**src/rtl/filter_pkg.sv**
```systemverilog
// filter_pkg: shared FSM/mode enums and pixel helpers for face_filter_engine.
// Provides RGB565-to-gray conversion and the 3x3-window border predicate.
package filter_pkg;

  typedef enum logic [1:0] {
    IDLE,
    READ,
    DRAIN,
    DONE
  } state_e;

  typedef enum logic {
    MODE_BLUR  = 1'b0,
    MODE_SOBEL = 1'b1
  } mode_e;

  // Channels widened by bit replication, then (R + 2G + B) / 4.
  function automatic logic [7:0] rgb565_to_gray(
    input logic [15:0] px
  );
    logic [9:0] r8;
    logic [9:0] g8;
    logic [9:0] b8;
    logic [9:0] sum;
    r8  = {2'b00, px[15:11], px[15:13]};
    g8  = {2'b00, px[10:5], px[10:9]};
    b8  = {2'b00, px[4:0], px[4:2]};
    sum = r8 + (g8 << 1) + b8;
    return 8'(sum >> 2);
  endfunction

  function automatic logic is_border(
    input int cx,
    input int cy,
    input int w,
    input int h
  );
    return (cx == 0) || (cx == w - 1) ||
           (cy == 0) || (cy == h - 1);
  endfunction

endpackage

```
**src/rtl/line_buffer.sv**
```systemverilog
// line_buffer: one image row of 8-bit gray, read-then-write each cycle.
// Ports: clk, we_i, addr_i, wdata_i in; rdata_o (old contents) out.
module line_buffer
  import filter_pkg::*;
#(
  parameter int DEPTH = 160,
  parameter int AW    = $clog2(DEPTH)
) (
  input  logic          clk,
  input  logic          we_i,
  input  logic [AW-1:0] addr_i,
  input  logic [7:0]    wdata_i,
  output logic [7:0]    rdata_o
);

  logic [7:0] mem_q [DEPTH];

  // Read sees the value stored before this cycle's write.
  assign rdata_o = mem_q[addr_i];

  always_ff @(posedge clk) begin
    if (we_i) mem_q[addr_i] <= wdata_i;
  end

endmodule

```
**src/rtl/face_filter_engine.sv**
```systemverilog
// face_filter_engine: streams a frame, applies 3x3 blur or Sobel on gray.
// Ports: clk, reset (async, low), start, mode in; busy, done out;
//   rd_en/rd_addr out, rd_data in (RGB565, 1-cycle latency);
//   out_we/out_addr/out_data out (RGB444 gray).
// Macro FACE_FILTER_THRESH_EN: binarize Sobel against EDGE_THRESH.
module face_filter_engine
  import filter_pkg::*;
#(
  parameter int IMG_WIDTH   = 160,
  parameter int IMG_HEIGHT  = 120,
  parameter int ADDR_WIDTH  = $clog2(IMG_WIDTH * IMG_HEIGHT),
  parameter int EDGE_THRESH = 64
) (
  input  logic                  clk,
  input  logic                  reset,
  input  logic                  start,
  input  logic                  mode,
  output logic                  busy,
  output logic                  done,
  output logic                  rd_en,
  output logic [ADDR_WIDTH-1:0] rd_addr,
  input  logic [15:0]           rd_data,
  output logic                  out_we,
  output logic [ADDR_WIDTH-1:0] out_addr,
  output logic [11:0]           out_data
);

  localparam int N  = IMG_WIDTH * IMG_HEIGHT;
  localparam int XW = $clog2(IMG_WIDTH);
  localparam int YW = $clog2(IMG_HEIGHT);

  localparam logic [ADDR_WIDTH-1:0] LAST =
    ADDR_WIDTH'(N - 1);
  localparam logic [ADDR_WIDTH-1:0] LAG =
    ADDR_WIDTH'(IMG_WIDTH + 1);
  localparam logic [XW-1:0] XLAST =
    XW'(IMG_WIDTH - 1);

  state_e                state_q;
  mode_e                 mode_q;
  logic                  busy_q;
  logic                  done_q;
  logic                  rd_en_q;
  logic [ADDR_WIDTH-1:0] rd_addr_q;
  logic [XW-1:0]         rd_x_q;
  logic [YW-1:0]         rd_y_q;
  logic                  out_we_q;
  logic [ADDR_WIDTH-1:0] out_addr_q;
  logic [11:0]           out_data_q;

  logic                  v1_q;
  logic [ADDR_WIDTH-1:0] a1_q;
  logic [XW-1:0]         x1_q;
  logic [YW-1:0]         y1_q;
  logic                  v2_q;
  logic [ADDR_WIDTH-1:0] c2_q;
  logic                  bord2_q;

  logic [7:0] win_q [3][3];

  logic [7:0]  gray1;
  logic [7:0]  lb_mid;
  logic [7:0]  lb_top;
  int          cx1;
  int          cy1;
  logic        bord1;

  logic [11:0]        blur_acc;
  logic [7:0]         blur8;
  logic [9:0]         sx_l;
  logic [9:0]         sx_r;
  logic [9:0]         sy_t;
  logic [9:0]         sy_b;
  logic signed [10:0] gx;
  logic signed [10:0] gy;
  logic [10:0]        ax;
  logic [10:0]        ay;
  logic [11:0]        mag;
  logic [7:0]         sob8;
  logic [7:0]         res8;
  logic [11:0]        res_d;

  assign gray1 = rgb565_to_gray(rd_data);

  // lb0 holds the previous row, lb1 the row before it.
  line_buffer #(
    .DEPTH (IMG_WIDTH)
  ) u_lb0 (
    .clk     (clk),
    .we_i    (v1_q),
    .addr_i  (x1_q),
    .wdata_i (gray1),
    .rdata_o (lb_mid)
  );

  line_buffer #(
    .DEPTH (IMG_WIDTH)
  ) u_lb1 (
    .clk     (clk),
    .we_i    (v1_q),
    .addr_i  (x1_q),
    .wdata_i (lb_mid),
    .rdata_o (lb_top)
  );

  // Center sits one row up and one column left of the arriving pixel;
  // at x == 0 it wraps to the last column of the row above.
  always_comb begin
    cx1 = (x1_q == '0) ? IMG_WIDTH - 1 : int'(x1_q) - 1;
    cy1 = (x1_q == '0) ? int'(y1_q) - 2 : int'(y1_q) - 1;
    bord1 = is_border(cx1, cy1, IMG_WIDTH, IMG_HEIGHT);
  end

  always_ff @(posedge clk or negedge reset) begin
    if (!reset) begin
      v1_q    <= 1'b0;
      a1_q    <= '0;
      x1_q    <= '0;
      y1_q    <= '0;
      v2_q    <= 1'b0;
      c2_q    <= '0;
      bord2_q <= 1'b0;
    end else begin
      v1_q    <= rd_en_q;
      a1_q    <= rd_addr_q;
      x1_q    <= rd_x_q;
      y1_q    <= rd_y_q;
      v2_q    <= v1_q && (a1_q >= LAG);
      c2_q    <= a1_q - LAG;
      bord2_q <= bord1;
    end
  end

  always_ff @(posedge clk) begin
    if (v1_q) begin
      for (int r = 0; r < 3; r++) begin
        win_q[r][0] <= win_q[r][1];
        win_q[r][1] <= win_q[r][2];
      end
      win_q[0][2] <= lb_top;
      win_q[1][2] <= lb_mid;
      win_q[2][2] <= gray1;
    end
  end

  always_comb begin
    blur_acc = 12'(win_q[0][0]) + 12'(win_q[0][2])
             + 12'(win_q[2][0]) + 12'(win_q[2][2])
             + (12'(win_q[0][1]) << 1)
             + (12'(win_q[1][0]) << 1)
             + (12'(win_q[1][2]) << 1)
             + (12'(win_q[2][1]) << 1)
             + (12'(win_q[1][1]) << 2);
    blur8 = 8'(blur_acc >> 4);

    sx_l = 10'(win_q[0][0]) + (10'(win_q[1][0]) << 1)
         + 10'(win_q[2][0]);
    sx_r = 10'(win_q[0][2]) + (10'(win_q[1][2]) << 1)
         + 10'(win_q[2][2]);
    sy_t = 10'(win_q[0][0]) + (10'(win_q[0][1]) << 1)
         + 10'(win_q[0][2]);
    sy_b = 10'(win_q[2][0]) + (10'(win_q[2][1]) << 1)
         + 10'(win_q[2][2]);

    gx  = signed'({1'b0, sx_r}) - signed'({1'b0, sx_l});
    gy  = signed'({1'b0, sy_b}) - signed'({1'b0, sy_t});
    ax  = gx[10] ? 11'(-gx) : 11'(gx);
    ay  = gy[10] ? 11'(-gy) : 11'(gy);
    mag = 12'(ax) + 12'(ay);

`ifdef FACE_FILTER_THRESH_EN
    sob8 = (mag >= 12'(EDGE_THRESH)) ? 8'hFF : 8'h00;
`else
    sob8 = (mag > 12'd255) ? 8'hFF : mag[7:0];
`endif

    res8  = (mode_q == MODE_SOBEL) ? sob8 : blur8;
    res_d = bord2_q ? 12'h000 : {3{4'(res8 >> 4)}};
  end

`ifndef FACE_FILTER_THRESH_EN
  logic unused_thresh;
  assign unused_thresh = ^12'(EDGE_THRESH);
`endif

  always_ff @(posedge clk or negedge reset) begin
    if (!reset) begin
      state_q    <= IDLE;
      mode_q     <= MODE_BLUR;
      busy_q     <= 1'b0;
      done_q     <= 1'b0;
      rd_en_q    <= 1'b0;
      rd_addr_q  <= '0;
      rd_x_q     <= '0;
      rd_y_q     <= '0;
      out_we_q   <= 1'b0;
      out_addr_q <= '0;
      out_data_q <= 12'h000;
    end else begin
      done_q   <= 1'b0;
      out_we_q <= 1'b0;
      if (v2_q) begin
        out_we_q   <= 1'b1;
        out_addr_q <= c2_q;
        out_data_q <= res_d;
      end
      unique case (state_q)
        IDLE: begin
          if (start) begin
            state_q   <= READ;
            mode_q    <= mode_e'(mode);
            busy_q    <= 1'b1;
            rd_en_q   <= 1'b1;
            rd_addr_q <= '0;
            rd_x_q    <= '0;
            rd_y_q    <= '0;
          end
        end
        READ: begin
          if (rd_addr_q == LAST) begin
            rd_en_q <= 1'b0;
            state_q <= DRAIN;
          end else begin
            rd_addr_q <= rd_addr_q + 1'b1;
            if (rd_x_q == XLAST) begin
              rd_x_q <= '0;
              rd_y_q <= rd_y_q + 1'b1;
            end else begin
              rd_x_q <= rd_x_q + 1'b1;
            end
          end
        end
        DRAIN: begin
          // Tail rows are all border; they follow the last
          // pipelined write so addresses stay ascending.
          if (!v1_q && !v2_q) begin
            if (out_we_q && out_addr_q == LAST) begin
              state_q <= DONE;
              done_q  <= 1'b1;
            end else begin
              out_we_q   <= 1'b1;
              out_addr_q <= out_addr_q + 1'b1;
              out_data_q <= 12'h000;
            end
          end
        end
        DONE: begin
          state_q <= IDLE;
          busy_q  <= 1'b0;
        end
        default: state_q <= IDLE;
      endcase
    end
  end

  assign busy     = busy_q;
  assign done     = done_q;
  assign rd_en    = rd_en_q;
  assign rd_addr  = rd_addr_q;
  assign out_we   = out_we_q;
  assign out_addr = out_addr_q;
  assign out_data = out_data_q;

endmodule
```
**config.mk**
```make
export PLATFORM = sky130hd
export DESIGN_NAME = face_filter_engine
export DESIGN_NICKNAME = d
export VERILOG_FILES = /design/src/rtl/filter_pkg.sv /design/src/rtl/line_buffer.sv /design/src/rtl/face_filter_engine.sv
export SDC_FILE = /design/constraint.sdc
export NUM_CORES = 2
export LEC_CHECK = 0
export ABC_AREA = 0
export BUFFER_PORTS_ARGS = -buffer_cell sky130_fd_sc_hd__buf_4
export CAP_MARGIN = 30
export CORE_ASPECT_RATIO = 1.1
export CORE_MARGIN = 3
export CORE_UTILIZATION = 46
export CTS_BUF_LIST = sky130_fd_sc_hd__clkbuf_8
export CTS_CLUSTER_DIAMETER = 50
export CTS_CLUSTER_SIZE = 28
export DETAILED_ROUTE_END_ITERATION = 12
export PLACE_DENSITY = 0.72
export SYNTH_ARGS = -nofsm -noshare
export SYNTH_HDL_FRONTEND = slang
export SYNTH_SLANG_ARGS = --single-unit
```
**constraint.sdc**
```tcl
create_clock -name clk -period 10.9 [get_ports clk]
set_input_delay 1.635 -clock clk [delete_from_list [all_inputs] [get_ports clk]]
set_output_delay 1.635 -clock clk [all_outputs]
set_load 0.03 [all_outputs]
```
==> impl_summary.md <==
Floorplan
The number of placed I/O pins is 66. Measured along the x axis, the die boundary spans 471.4 um. The height of the chip is 517.9 um.

The full die area is 0.2442 mm2. The total core area is 0.2365 mm2. In this run the core area contains 187 standard-cell rows.

Once the floorplan was initialized, standard cells occupied 46.33% of the core.

Global routing
The first global-routing pass estimated 372,800 um of wire. The total overflow left after global routing is 0. The global-route total usage across every layer is 20.75%.

The via count of the first global-routing pass is 53,380. The initial antenna violation count is 9. Entering global routing, the biggest net connects 162 pins.

STA
In the final timing run, aggregate negative setup slack is 0 ns. The clock arrives with 0.08302 ns of skew. The final max-slew violation count was 0. The number of setup violations in the final report is 0. The smallest clock period supported by the final layout is computed as 6.311 ns. The period utilization is 57.90%. The hold violation count in the final report came to 0. The actual slew at the worst max-slew pin is 1.072 ns. After layout, the worst setup slack is 4.589 ns.

The worst pin sits at a relative slew slack of 28.51%. Setup repair after global routing left no endpoint under its margin. Hold timing on the final database bottoms out at a slack of 0.4257 ns.

For this run, the top clock speed supported by timing is 0.1585 GHz.

Critical path
The type of the setup path with the least slack is reg -> reg. The longest individual stage delay on the worst path is 0.57 ns. Setup slack on the worst reg-to-reg path comes out at 4.59 ns.

Data arrives at the worst endpoint at 7.22 ns. On the critical path, the stage with the largest delay is an instance of o21ai_1. STA puts the critical path data required time at 11.81 ns. STA classifies the critical path endpoint as a register. The biggest fanout along the worst timing path is 10.

The worst setup path is launched from a register. Walking the worst path, the cells encountered are fa_1, fa_1, inv_1, fa_1, inv_1, ha_1, o21ai_0, o21ai_0, o211ai_1, o2bb2ai_1, o21ai_1, nor2_1, xnor2_1, ha_1, a2111oi_0, o21ai_0, a41oi_1, mux2_2, o31a_1, a21o_1.

CTS
In this run the deepest clock path goes through 3 buffers. Post-CTS timing repair inserted 0 buffers for setup. The clock network latency to the later pin of the worst-skew pair is 1.03 ns. The number of levels in the clock H-tree is 4.

After clock tree synthesis, the clock-pin slew on the worst setup and hold paths is 0.14 ns. The total number of clock tree sinks is 2,744. The root buffer cell is clkbuf_8. The number of resized instances in the post-cts repair step is 0. TritonCTS built the clock tree.

Counting the buffers created by CTS gives 179. The hold-fix buffer count after cts is 0.

Worst hold path
The type of the tightest min-delay check is reg -> reg.

Synth
For this run, the register share of the synthesized area comes to 74.67%. The post-synthesis register bit count is 2,744. Counting flops with a built-in enable in the synthesized netlist gives 2,632.

The prevailing post-synth register cell is edfxtp_1. The post-synthesis cell count is 5,171. For this run, the number of Yosys warnings is 0. When the netlist entered floorplanning its net count stood at 5,372. The post-synthesis area per instance is 21.19 um2. The area of the mapped netlist is 0.1096 mm2. The number of library cell types mapped by synthesis is 65.

Of all flip-flops after synthesis, the portion carrying an async set or reset was 4.082%.

Routing
The total wire length is 254,300 um. The first detailed-routing pass ran for 6 iterations. After the first detailed-routing iteration, the DRC count stood at 6,257. The routed wire length per instance is 29.20 um. The number of vias per cell after detailed routing is 6.129.

The total number of vias is 53,390. The count of nets left with antenna violations after detail routing is 0. For this run, design rule violations remaining after detail routing come to 0.

Place
At the end of routability-driven placement, the weighted congestion stood at 0.8441. The estimated wirelength of the detail-placed design is 155,200 um. The post-placement setup slack is 4.684 ns. The count of buffers from port buffering is 65.

Outcome
The run finished with clean final reports.

Flow run
The max-cap check violation count is 0.

Layout
The most frequent standard cell in the layout excluding fill and tap cells is edfxtp_1. The layout-stage area growth over the synthesis result is 9.644%. The post-route netlist has 26.13% of its cells at a drive strength greater than 1. In the layout the commonest cells are 2,632 x edfxtp_1, 716 x mux4_2, 289 x buf_4. The layout net count is 5,630. The utilization after layout is 50.80%.
==> path summary, 6_finish.rpt <==
kind / startpoint / end / depth (start not counted)
max: win_q[0][3] / out_data[8] / 20
min: rd_y_q[6] / y1_q[6] / 0
max reg2reg: win_q[0][3] / out_data[8] / 20
min reg2reg: rd_y_q[6] / y1_q[6] / 0
max in group asynchronous: reset / x1_q[2] / 3
min in group asynchronous: reset / busy / 1
==> cells by family after synthesis <==
kind of cell    synth area share, %
compound gates                2.868
xor+xnor                     0.5194
fa+ha+maj                     2.820
buf+inv                       1.746
flops                         74.67
mux                           15.07
simple gates                  2.304
==> worst max-delay path: cells and delay by family (launching register included) <==
family / cells / cell delay [ns]
buf+inv: 2 / 0.09
compound gates: 10 / 2.68
fa+ha+maj: 5 / 2.25
mux: 1 / 0.40
xor+xnor: 1 / 0.15
simple gates: 1 / 0.13
flops: 1 / 0.50
==> cell type report <==
type                            instances  area [um2]
Multi-Input combinational cell       1978       26060
Timing Repair Buffer                  333        2959
Clock inverter                        159        2155
Fill cell                           18100      116400
Inverter                              193       729.5
Tap cell                             3118        3901
Sequential cell                      2744       81860
Clock buffer                          181        2491
Antenna cell                            4       10.01
==> sequential cells by signal (all words and copies together), names as in the netlist <==
signal,flops
u_lb0.mem_q,1280
u_lb1.mem_q,1280
win_q,72
a1_q,15
c2_q,15
out_addr,15
rd_addr,15
out_data,12
rd_x_q,8
x1_q,8
rd_y_q,7
y1_q,7
state_q,2
bord2_q,1
busy,1
done,1
mode_q,1
out_we,1
rd_en,1
v1_q,1
v2_q,1
==> routing by layer <==
metal	up-vias	wire [um]	GRT usage, %
met5	-	108	0
met4	10	11320	8.573
met3	477	22290	3.839
met2	2651	124500	33.13
met1	28490	96080	28.39
li1	21760	-	-
==> stage by stage <==
step	instances	cell area (um2)
5_1_grt	8707	120200
3_5_place_dp	8361	115400
6_report	8710	120200
3_3_place_gp	8331	114900
2_1_floorplan	5171	109600
4_1_cts	8701	120000
==> cell usage after synthesis, drive strengths merged (20+ instances only) <==
master  count  share of area (%)
mux4      716                 15
o22ai      29               0.17
nand2b     22               0.13
o21ai      64               0.29
a22o       58               0.46
nor2      225               0.77
clkbuf    126               0.43
nand2      81               0.28
xnor2      41               0.33
nor2b      42               0.24
ha         71               0.81
inv       193               0.66
nand3      47               0.21
a221oi     57               0.46
dfrtp     112                2.6
fa        110                2.0
xor2       24               0.19
edfxtp   2632                 72
mux2i      20               0.18
a22oi      47               0.32
nor3       45               0.21
buf       130               0.65
a21oi      62               0.28
Power is not shown: default switching activity piles up to over one toggle a cycle in this logic, so the estimate is an artifact.
